$ cat config.mk
export PLATFORM = sky130hd
export DESIGN_NAME = univ_shift_reg
export DESIGN_NICKNAME = d
export VERILOG_FILES = /design/src/rtl/shreg_pkg.sv /design/src/rtl/shreg_step.sv /design/src/rtl/univ_shift_reg.sv
export SDC_FILE = /design/constraint.sdc
export NUM_CORES = 1
export LEC_CHECK = 0
export ABC_AREA = 0
export CORE_MARGIN = 4
export CORE_UTILIZATION = 33
export CTS_CLUSTER_DIAMETER = 60
export DETAILED_ROUTE_END_ITERATION = 7
export PLACE_DENSITY_LB_ADDON = 0.25
export SKIP_LAST_GASP = 1
export SLEW_MARGIN = 0
export SYNTH_ARGS = -nofsm -noshare
export SYNTH_HDL_FRONTEND = slang
export SYNTH_SLANG_ARGS = --single-unit
export TNS_END_PERCENT = 10
$ cat constraint.sdc
create_clock -name clk -period 1.5 [get_ports clk]
set_input_delay 0.3 -clock clk [delete_from_list [all_inputs] [get_ports clk]]
set_output_delay 0.3 -clock clk [all_outputs]
set_load 0.01 [all_outputs]
$ cat src/rtl/shreg_pkg.sv
// shreg_pkg: shared op codes, FSM states and op classification for univ_shift_reg
package shreg_pkg;

    typedef enum logic [2:0] {
        OP_HOLD = 3'd0,
        OP_LOAD = 3'd1,
        OP_SHL  = 3'd2,
        OP_SHR  = 3'd3,
        OP_ROL  = 3'd4,
        OP_ROR  = 3'd5,
        OP_ASR  = 3'd6,
        OP_CLR  = 3'd7
    } op_e;

    typedef enum logic {
        ST_IDLE  = 1'b0,
        ST_SHIFT = 1'b1
    } state_e;

    // Shift/rotate ops run one bit per cycle under the sequencer; the rest finish in one edge.
    function automatic logic is_multi(op_e o);
        return !(o inside {OP_HOLD, OP_LOAD, OP_CLR});
    endfunction

endpackage

$ cat src/rtl/shreg_step.sv
// shreg_step: combinational one-position step of the shift register
//   op_i     : operation code (shreg_pkg::op_e encoding)
//   val_i    : current register value
//   data_i   : parallel load value
//   ser_l_i  : bit entering the MSB on SHR
//   ser_r_i  : bit entering the LSB on SHL
//   nxt_o    : register value after one step of op_i
module shreg_step
    import shreg_pkg::*;
#(
    parameter int WIDTH = 16
) (
    input  logic [2:0]       op_i,
    input  logic [WIDTH-1:0] val_i,
    input  logic [WIDTH-1:0] data_i,
    input  logic             ser_l_i,
    input  logic             ser_r_i,
    output logic [WIDTH-1:0] nxt_o
);

    always_comb begin
        case (op_e'(op_i))
            OP_HOLD: nxt_o = val_i;
            OP_LOAD: nxt_o = data_i;
            OP_SHL:  nxt_o = {val_i[WIDTH-2:0], ser_r_i};
            OP_SHR:  nxt_o = {ser_l_i, val_i[WIDTH-1:1]};
            OP_ROL:  nxt_o = {val_i[WIDTH-2:0], val_i[WIDTH-1]};
            OP_ROR:  nxt_o = {val_i[0], val_i[WIDTH-1:1]};
            OP_ASR:  nxt_o = {val_i[WIDTH-1], val_i[WIDTH-1:1]};
            OP_CLR:  nxt_o = '0;
            default: nxt_o = val_i;
        endcase
    end

endmodule

$ cat src/rtl/univ_shift_reg.sv
// univ_shift_reg: universal shift register with load/clear and a shift-by-N sequencer
//   clk, rst           : clock, asynchronous active-high reset
//   start, op, amt     : request, op code and shift count (sampled in IDLE only)
//   data_in            : parallel load value
//   ser_in_l, ser_in_r : serial inputs at MSB (SHR) and LSB (SHL)
//   data_out           : register contents; ser_out_l/ser_out_r are its MSB/LSB
//   busy, done         : multi-cycle op in progress / one-cycle completion pulse
module univ_shift_reg
    import shreg_pkg::*;
#(
    parameter int WIDTH = 16,
    parameter int AW    = $clog2(WIDTH + 1)
) (
    input  logic             clk,
    input  logic             rst,
    input  logic             start,
    input  logic [2:0]       op,
    input  logic [AW-1:0]    amt,
    input  logic [WIDTH-1:0] data_in,
    input  logic             ser_in_l,
    input  logic             ser_in_r,
    output logic [WIDTH-1:0] data_out,
    output logic             ser_out_l,
    output logic             ser_out_r,
    output logic             busy,
    output logic             done
);

    state_e           state_q, state_d;
    op_e              op_q, op_d;
    logic [AW-1:0]    cnt_q, cnt_d;
    logic [WIDTH-1:0] data_q, data_d;
    logic             done_q, done_d;
    logic [AW-1:0]    amt_c;
    logic [2:0]       step_op;
    logic [WIDTH-1:0] step_val;

    assign amt_c   = (amt > AW'(WIDTH)) ? AW'(WIDTH) : amt;
    // While sequencing, the latched op drives the step so new requests cannot disturb it.
    assign step_op = (state_q == ST_SHIFT) ? op_q : op;

    shreg_step #(.WIDTH(WIDTH)) u_step (
        .op_i    (step_op),
        .val_i   (data_q),
        .data_i  (data_in),
        .ser_l_i (ser_in_l),
        .ser_r_i (ser_in_r),
        .nxt_o   (step_val)
    );

    always_comb begin
        state_d = state_q;
        op_d    = op_q;
        cnt_d   = cnt_q;
        data_d  = data_q;
        done_d  = 1'b0;
        if (state_q == ST_IDLE) begin
            if (start) begin
                if (is_multi(op_e'(op)) && amt_c != '0) begin
                    op_d    = op_e'(op);
                    cnt_d   = amt_c;
                    state_d = ST_SHIFT;
                end else begin
                    done_d = 1'b1;
                    data_d = is_multi(op_e'(op)) ? data_q : step_val;
                end
            end
        end else begin
            data_d = step_val;
            cnt_d  = cnt_q - AW'(1);
            if (cnt_q == AW'(1)) begin
                state_d = ST_IDLE;
                done_d  = 1'b1;
            end
        end
    end

    always_ff @(posedge clk or posedge rst) begin
        if (rst) begin
            state_q <= ST_IDLE;
            op_q    <= OP_HOLD;
            cnt_q   <= '0;
            data_q  <= '0;
            done_q  <= 1'b0;
        end else begin
            state_q <= state_d;
            op_q    <= op_d;
            cnt_q   <= cnt_d;
            data_q  <= data_d;
            done_q  <= done_d;
        end
    end

    assign data_out  = data_q;
    assign ser_out_l = data_q[WIDTH-1];
    assign ser_out_r = data_q[0];
    assign busy      = (state_q == ST_SHIFT);
    assign done      = done_q;

endmodule

==> results by stage <==
Global route:
- Entering global routing, the biggest net connects 27 pins.
- Global routing used 15.5% of the available tracks.
- The via count of the first global-routing pass is 1606.
- Summed over all layers, the global routing overflow is 0.
- The first global-routing pass estimated 7.85 mm of wire.
- The number of antenna violations at the first check in global routing came to 0.

Clock tree:
- Clock tree synthesis found a total of 26 sinks.
- At the later pin of the worst-skew pair, clock insertion delay measures 0.27 ns.
- The clock transition at the registers of the reported paths is 0.09 ns.
- CTS built an H-tree with a depth of 1.
- The clock root buffer is sky130_fd_sc_hd__clkbuf_8.
- The clock passes through at most 2 buffers.
- The number of CTS-inserted buffers is 3.
- TritonCTS built the clock tree.

STA:
- The worst path in the final design needs a cycle of ~1.6 ns, including I/O delays and setup.
- Dividing the final minimum period by the clock period gives 108%.
- Setup repair after global routing could not meet its margin everywhere.
- The transition time at the pin with the least slew margin is 0.298 ns.
- In the post-route analysis, the smallest setup slack over all paths is -0.125 ns.
- The total setup violations reported at the end of the flow is 39.
- Derived from the worst setup path, the maximum achievable clock frequency is 615 MHz.
- The max-slew violation total from the final report came to 0.
- The clock skew after layout is roughly 0.0025 ns.
- The final hold violation count is 0.
- The worst slew margin relative to its limit is between 70% and 80%.

Worst setup path:
- STA classifies the critical path endpoint as a flip-flop.
- The required time of the critical path is 1.66 ns.
- The maximum net fanout on the critical path is 6.
- The endpoint identified for the worst register-to-register timing path is op_q[2].
- The type of origin of the critical path is a flip-flop.
- The critical register-to-register path startpoint is busy.
- For flop-to-flop paths, the worst setup slack is -0.13 ns.
- The signal arrival time at the worst endpoint is 1.79 ns.
- The number of cells on the worst reg-to-reg path is 3.
- The setup path with the least slack is of type reg -> reg.

Routing:
- The routed layout has 1653 vias.
- The number of antenna-violating nets in the routed design is 0.
- The total length of routed wires is just under 5 mm.
- Dividing the detail-routed wire length by the instance count gives ~16 microns.
- The via count normalized by instance count is 5.30.
- Before antenna repair, the detailed router went through 4 iterations.
- For this run, design rule violations remaining after detail routing come to 0.
- The first routing iteration left 73 violations.

Power:
- The highest ir drop seen on vdd is 1.04 mV.
- The analysis attributes to cell leakage a power of 1.12 nW.
- Of the total power, combinational logic draws 70.9%.
- Net switching is between 40% and 50% of the power.
- The total power of the final layout is 6.90 mW.
- Registers are responsible for 23.2% of the overall power.
- Cell internal power was estimated by the tool at 3.88 mW.
- Summed over all nets, the switching power comes to 3.01 mW.
- The clock network is responsible for 5.9% of the overall power.
- In this run the power density over the cells is 2580 nW/um^2.

Yosys:
- The most used flip-flop cell after synthesis is sky130_fd_sc_hd__dfrtp_1.
- The number of nets in the synthesized netlist is 204.
- Ranked by instance count, the synthesized netlist is headed by 26 x sky130_fd_sc_hd__dfrtp_1, 20 x sky130_fd_sc_hd__nand2_1, 17 x sky130_fd_sc_hd__nor2_1.
- Counting flops with an async set or reset pin after synthesis yields a share of 100%.
- The count of cell types in the netlist is 43.
- The post-synthesis instance total is ~170.
- The number of enable-type register cells in the synthesized netlist is 0.
- Synthesis inferred 26 register bits.
- Ranked by total cell area, the synthesized netlist is headed by sky130_fd_sc_hd__dfrtp_1 39%, sky130_fd_sc_hd__a221oi_2 8.0%, sky130_fd_sc_hd__o31ai_2 6.7%.
- In this run the mean area of a mapped cell was 9.73 sq um.
- Yosys printed 0 warnings.
- The post-synthesis instance area is 1680 sq um.
- Sequential elements use between 30% and 40% of the synthesized area.
- By instance count, the leading cell after synthesis is sky130_fd_sc_hd__dfrtp_1.
- The synthesized design devotes to its leading area cell type 38.7% of total area.
- The library cell occupying the most area in the post-synthesis netlist is sky130_fd_sc_hd__dfrtp_1.

Job:
- The count of maximum capacitance violations is 0.

Floorplanning:
- The vertical die dimension is between 70 and 80 microns.
- The count of boundary I/O pins is 49.
- The die covers 6310 sq um.
- The starting utilization of the core area is 34.9%.
- The die width is 79.4 microns.
- The number of cell rows is 25.
- The total area inside the core boundary comes to 4820 sq um.

Place:
- The number of instances in the placed design is 302.
- The cell area after placement is 2420 sq um.
- The number of buffers added on ports is 48.
- The wire-length estimate of the detail-placed layout is about 3.5 mm.
- The last weighted congestion value of the routability-driven placer is 0.839.
- Timing analysis after detailed placement gives a worst setup slack of -0.722 ns.

Hold path:
- The min-delay analysis places its worst path in the category in -> async.

Outcome:
- The checks that failed: negative setup slack.
- The flow ran to the end, but the final reports show violations.

Layout:
- The layout overhead on the synthesized area is 58.7%.
- The total inserted antenna cells is 0.
- After filler insertion, the fill cell instance count of the layout stands at 445.
- The fraction of layout instances using a drive strength above 1 is 33.9%.
- Once layout is complete, the utilization of the core stands at 55.5%.
- After routing the design area is around 2700 sq um.
- The number of standard cells in the layout, taps in and fillers out is 312.
- The final layout contains 277 nets.
## state kept, by name, indices dropped and copies added (netlist names)
name      count
cnt_q         5
done          1
data_out     16
busy          1
op_q          3
## kinds of logic after synthesis
family | synth area share, %
buffers and inverters | 6.54
muxes | 5.43
DFF | 38.7
xor gates and xnor gates | 1.04
adders and majority gates | 1.49
AOI/OAI and AO/OA | 31.6
and+or+nand+nor | 15.2
## worst max-delay path by stage
stage / cells past startpoint / to / from / slack [ns]
after floorplan: 5 / data_out[9] / busy / -0.02
after global placement: 6 / data_out[13] / op[1] / -0.65
after detailed placement: 6 / data_out[10] / op[1] / -0.72
after CTS: 1 / data_out[15] / data_out[15] / -0.11
after global routing: 3 / op_q[0] / busy / -0.16
final: 3 / op_q[2] / busy / -0.13
## worst max-delay path, stage by stage (launching register included)
cell and delay (ns):
sky130_fd_sc_hd__dfrtp_2 0.48, sky130_fd_sc_hd__nand2b_4 0.19, sky130_fd_sc_hd__a2111o_1 0.51, sky130_fd_sc_hd__mux2_4 0.33
## per-stage QoR
| step | setup TNS, ns | hold WS (ns) |
|---|---|---|
| 3_3_place_gp | -14.15 | 0.495 |
| 6_report | -2.68 | 0.343 |
| 4_1_cts | -2.40 | 0.346 |
| 2_1_floorplan | -0.137 | 0.340 |
| 5_1_grt | -4.97 | 0.347 |
| 3_5_place_dp | -15.20 | 0.498 |
## cell usage in the layout (no fill, tap or decap), types with 4 or more instances in the layout
cell type	netlist	routed
sky130_fd_sc_hd__a221oi_2	9	13
sky130_fd_sc_hd__nor2_1	17	16
sky130_fd_sc_hd__dfrtp_2	0	4
sky130_fd_sc_hd__o31ai_1	5	5
sky130_fd_sc_hd__mux2_4	1	4
sky130_fd_sc_hd__nand3_1	5	5
sky130_fd_sc_hd__dfrtp_1	26	22
sky130_fd_sc_hd__o31ai_2	9	9
sky130_fd_sc_hd__a21oi_1	6	6
sky130_fd_sc_hd__o21ai_0	4	4
sky130_fd_sc_hd__clkdlybuf4s50_1	0	42
sky130_fd_sc_hd__inv_1	9	8
sky130_fd_sc_hd__nor3_1	5	5
sky130_fd_sc_hd__nand2_1	20	18
sky130_fd_sc_hd__buf_12	0	4
sky130_fd_sc_hd__buf_4	5	25
## final cells by class
| class | count | area, sq um | area share [%] |
|---|---|---|---|
| tap | 67 | 83.8 | 3.14 |
| sequential | 26 | 656 | 24.5 |
| clock buffer | 4 | 45.0 | 1.69 |
| timing repair buffer | 79 | 778 | 29.1 |
| multi-input combinational | 127 | 1070 | 40.2 |
| inverter | 9 | 33.8 | 1.26 |
## routing by layer
| metal | vias to the layer above | wire length, microns | part of all wire, % | GRT usage (%) |
|---|---|---|---|---|
| met2 | 41 | 2460 | 51 | 25.8 |
| met4 | 0 | 35 | 0.72 | 3.26 |
| met5 | - | 0 | 0 | 0 |
| met1 | 799 | 2120 | 44 | 20.8 |
| met3 | 6 | 248 | 5.1 | 3.39 |
| li1 | 807 | - | - | - |
## power groups by stage
stage | Sequential (mW) | Clock, mW | Combinational (mW)
global placement | 1.55 | 0 | 4.22
floorplan | 1.57 | 0 | 2.83
finish | 1.60 | 0.406 | 4.89
detailed placement | 1.55 | 0 | 4.32
global route | 1.67 | 0.443 | 5.31
CTS | 1.55 | 0.425 | 4.68
## timing repair
item | in CTS | in global routing
endpoints found under the setup margin | 44 | 43
pin swaps | 3 | 3
resized for setup | 17 | 19
gates cloned | 1 | 0
buffers inserted | 4 | 1
hold buffers | 0 | 0
Note: power is estimated with default switching activity, not from simulation.
